File: src/rtl/xm23_wb_regfile.sv
// XM23 writeback stage and architectural register file: one-entry pending
// writeback, R0-R7 commit, forwarding into bank 0, constant bank 1, R7 auto-increment.
module xm23_wb_regfile #(
    parameter logic [15:0] RESET_PC = 16'h0000,
    parameter logic [15:0] PC_STEP  = 16'd2
) (
    input  logic                  clk,
    input  logic                  rst_n,
    input  logic                  wb_valid_i,
    input  logic [2:0]            wb_dst_i,
    input  logic [15:0]           wb_result_i,
    input  logic                  flush_i,
    input  logic                  pc_adv_i,
    output logic [1:0][7:0][15:0] gprc,
    output logic [15:0]           pc_o,
    output logic                  wb_pend_o
);

    localparam logic [7:0][15:0] CONST_BANK = {
        16'hFFFF, 16'd32, 16'd16, 16'd8, 16'd4, 16'd2, 16'd1, 16'd0
    };

    logic [7:0][15:0] regs;
    logic             pend_vld_p1;
    logic [2:0]       pend_dst_p1;
    logic [15:0]      pend_data_p1;
    logic             commit;

    // Stage 1: capture execute result into the pending entry
    always_ff @(posedge clk or negedge rst_n) begin
        if (!rst_n) begin
            pend_vld_p1  <= 1'b0;
            pend_dst_p1  <= 3'd0;
            pend_data_p1 <= 16'h0000;
        end else begin
            pend_vld_p1 <= wb_valid_i & ~flush_i;
            if (wb_valid_i) begin
                pend_dst_p1  <= wb_dst_i;
                pend_data_p1 <= wb_result_i;
            end
        end
    end

    // Stage 2: commit pending entry; flush kills it on the same edge
    assign commit = pend_vld_p1 & ~flush_i;

    always_ff @(posedge clk or negedge rst_n) begin
        if (!rst_n) begin
            for (int i = 0; i < 7; i++) begin
                regs[i] <= 16'h0000;
            end
            regs[7] <= RESET_PC;
        end else begin
            for (int i = 0; i < 7; i++) begin
                if (commit && pend_dst_p1 == 3'(i)) begin
                    regs[i] <= pend_data_p1;
                end
            end
            // An explicit write to the PC wins over the fetch increment
            if (commit && pend_dst_p1 == 3'd7) begin
                regs[7] <= pend_data_p1;
            end else if (pc_adv_i) begin
                regs[7] <= regs[7] + PC_STEP;
            end
        end
    end

    always_comb begin
        gprc = '0;
        for (int i = 0; i < 8; i++) begin
            gprc[0][i] = (pend_vld_p1 && pend_dst_p1 == 3'(i)) ? pend_data_p1 : regs[i];
            gprc[1][i] = CONST_BANK[i];
        end
    end

    assign pc_o      = regs[7];
    assign wb_pend_o = pend_vld_p1;

endmodule

File: config.mk
export PLATFORM = sky130hd
export DESIGN_NAME = xm23_wb_regfile
export DESIGN_NICKNAME = d
export VERILOG_FILES = /design/src/rtl/xm23_wb_regfile.sv
export SDC_FILE = /design/constraint.sdc
export NUM_CORES = 1
export LEC_CHECK = 0
export ABC_AREA = 1
export ABC_CLOCK_PERIOD_IN_PS = 4500
export CAP_MARGIN = 10
export CORE_UTILIZATION = 49
export DETAILED_ROUTE_END_ITERATION = 10
export PLACE_DENSITY = 0.87
export SETUP_SLACK_MARGIN = 0.02
export SYNTH_ARGS = -nofsm -noshare
export SYNTH_HDL_FRONTEND = slang
export SYNTH_SLANG_ARGS = --single-unit
File: constraint.sdc
create_clock -name clk -period 4.5 [get_ports clk]
set_clock_uncertainty 0.2 [all_clocks]
set_input_delay 0.9 -clock clk [delete_from_list [all_inputs] [get_ports clk]]
set_output_delay 0.9 -clock clk [all_outputs]
set_load 0.01 [all_outputs]
Yosys cells after proc, flatten, opt, wreduce, memory -nomap -nowiden
Cells that the tools add are included.

operators by class
  eq/ne operators = 7
  reductions and logical operators = 18
  $add $sub $neg = 1
  muxes and demuxes = 10
  bitwise operators = 3

operators by type and width
  operator               number
  $mux 16                10
  $add 16x2->16 const B  1
  $logic_and 1x1->1      16
  $eq 3x3->1 const B     4
  $eq 3x2->1 const B     2
  $eq 3x1->1 const B     1
  $logic_not 3->1        1
  $and 1x1->1            2
  $reduce_bool 2->1      1
  $not 1->1              1

word-level totals
  register bits after elaboration = 148
  input port bits = 24

Logic depth before layout (Yosys ltp)
  depth after elaboration = 4
  gate-level depth with buffers = 9

Least setup slack after synthesis
No wires, ideal clock.

  kind = register -> output
  start point = register pend_vld_p1 (netlist: wb_pend_o)
  end point = output port gprc[101] (netlist bit)
  setup slack = 2.174 ns
  buffers on the path = 1
  data required time = 3.400 ns
  data arrival time = 1.226 ns
  stages on the path, launching flop included = 6
  cell sequence = dfrtp_1 > nand2_2 > nor2_1 > inv_1 > clkbuf_1 > o21ai_0

RTL lines
  element                   RTL line  RTL
  start: declaration        24        logic pend_vld_p1;
  start signal: assignment  36        pend_vld_p1 <= wb_valid_i & ~flush_i;
  end: declaration          14        output logic [1:0][7:0][15:0] gprc,

==> impl_metrics.ini <==
[power_and_ir_drop]
ir_worst_vdd_uv = 265
power-per-cell-area_nw_per_um2 = 502
total_power_w = 0.00500
power.static_leakage_nw = 4.65

[timing]
maxSlewViolCount = 0
tightestPinTransition_ns = 0.946
rsz_0062_raised_after_global_routing = false
post-route-period-util = 0.824
finalHoldViolCount = 0
final-setup-viol-count = 0
hold_ws_ns = 0.282
fin_crit_ns = 3.71
setup_slack_ns = 0.790
slew_headroom = 0.368
fmax_mhz = 270
setup_tns_ns = 0

[hold_path]
holdCritStartpoint = pend_data_p1[3]$_DFFE_PN0P_
worst_hold_path_type = flop to flop

[worst_setup_path]
worstPathCellList = nand2_2 -> nor2_1 -> inv_1 -> nand2_1 -> o21ai_0 -> clkdlybuf4s50_1
max_stage_delay_ns = 0.60
crit_path_max_fanout = 32
worst_setup_end_kind = output port
r2r-start = pend_dst_p1[2]$_DFFE_PN0P_
cp_data_arrival_time_ns = 2.61
critical_path_required_ns = 3.40
startpoint = wb_pend_o$_DFF_PN0_
timing_worst_setup_path_type = flop to output port
slowest_stage = clkdlybuf4s50_1
cp-start-kind = flop

[route]
wire_per_inst_um = 15.8
drc_errors = 0
postRouteAntennaNets = 0
routed-via-count = 7113
dr.first_iter.drc_count = 583
viasPerCell = 5.02
finalWirelength_um = 22300
detailedRoute.firstPassIterationCount = 5

[layout]
mostFrequentLayoutCells = 328 x nand2_1, 236 x o21ai_0, 167 x clkdlybuf4s50_1, 148 x dfrtp_1, 128 x conb_1
finish.utilization = 0.603
design.final.nets = 1208
drive_above_1_share = 0.0452
layout_commonest_cell = nand2_1
antennaDiodeCount = 0
area_growth_pct = 20.5

[synthesis]
netlist_instances = 1076
synth.cell_area_um2 = 8270
synthDistinctLibCells = 26
synth_sequential_area_ratio = 0.448
yosysWarnings = 0
syn_avg_cell_area_um2 = 7.69
ys_seq_elements = 148

[floorplan]
initial_utilization = 0.501
core.rowCount = 47
design.portCount = 297
die-height_um = 132
chipWidth_um = 132
coreArea_um2 = 16500
die_area_um2 = 17400

[clock_tree]
clock_latency_at_the_later_pin_of_the_worst_skew_pair_ns = 0.42
cts-buffers-inserted = 17
numClockSinks = 148
cts_root_buffer = clkbuf_16
cts_hold_repair.buffers = 0
cts_post_setup_buffers_inserted = 0
ctsHtreeMaxLevel = 4
cts-resized-gates = 0
cts.reportedPaths.clkPinSlew_ns = 0.06
tritoncts = built
clock_tree.buffer_depth = 2

[placed_design]
port_buffers = 168
placement_stage_worst_setup_slack_ns = 1.26
hpwl_um = 14700
gp_congestion = 0.869

[grt]
grt_max_degree = 97
grt_remaining_overflow = 0
vias_in_the_first_global_route = 6282
grt_pass1_wl_um = 34500
initial_antenna_violation_count = 0
global_route_usage_over_all_layers = 0.259

[run]
cap_violations = 0

[status]
status = finished clean
## metal layers
metal / share of wire / global-route usage
met1: 0.42 / 0.337
met2: 0.48 / 0.417
met3: 0.083 / 0.0661
met4: 0.022 / 0.0956
met5: 0 / 0
## final cells by class
| class | instances | area, um2 |
|---|---|---|
| flip-flops and latches | 148 | 3700 |
| multi-input cells | 790 | 3450 |
| inverters | 55 | 208 |
| clock inverters | 11 | 174 |
| fillers | 1430 | 6550 |
| well taps | 220 | 275 |
| clock buffers | 21 | 460 |
| repair buffers | 171 | 1710 |
## critical path: cells and delay by family (launching register included)
kind / cells / cell delay [ns]
buffers and inverters: 2 / 1.19
AO/OA/AOI/OAI: 1 / 0.18
flip-flops: 1 / 0.42
AND/OR/NAND/NOR: 3 / 0.40
## through the flow
stage / cell area (um2) / std cells
floorplan: 8750 / 1202
global placement: 9340 / 1384
detailed placement: 9340 / 1384
CTS: 9970 / 1416
global route: 9970 / 1416
finish: 9970 / 1416
## Yosys cell counts, drive strengths merged
cell type,n,area [um2]
nand2,336,1300
o21ai,272,1370
buf,182,1290
dfrtp,148,3700
inv,54,203
nor2,29,149
clkbuf,27,104
nand3,15,75.1
a21oi,2,10.0
conb,2,7.51
nand4,2,12.5
o22ai,2,12.5
xor2,2,17.5
clkinv,1,5.00
ha,1,12.5
o211ai,1,7.51
## sequential cells by signal, summed over array words and instances (netlist names)
signal,count
pc_o,16
pend_data_p1,16
pend_dst_p1,3
wb_pend_o,1
regs,112
## where the power goes
| part | internal [W] | total (W) | leakage [nW] | switching (W) |
|---|---|---|---|---|
| combinational | 0.000806 | 0.00163 | 2.43 | 0.000822 |
| clock | 0.000961 | 0.00152 | 0.300 | 0.000563 |
| sequential | 0.00163 | 0.00185 | 1.92 | 0.000223 |
| total | 0.00339 | 0.00500 | 4.65 | 0.00161 |
## kinds of logic (layout without fill, tap and decap cells)
family,Yosys count,count (layout),share of synthesized area
buffers and inverters,264,258,0.193
other,2,128,0.000908
and+or+nand+nor,382,382,0.185
DFF,148,148,0.448
adders and majority gates,1,1,0.00151
xor gates and xnor gates,2,2,0.00212
AOI/OAI and AO/OA,277,277,0.170
## worst paths after layout
kind	end	slack, ns	depth (start not counted)
max	gprc[93]	0.79	6
min	pc_o[3]$_DFFE_PN0P_	0.28	2
max reg2reg	regs[40]$_DFFE_PN0P_	2.37	6
min reg2reg	pc_o[3]$_DFFE_PN0P_	0.28	2
max in group asynchronous	regs[97]$_DFFE_PN0P_	2.76	2
min in group asynchronous	regs[26]$_DFFE_PN0P_	0.34	1
Note: power is estimated with default switching activity, not from simulation.
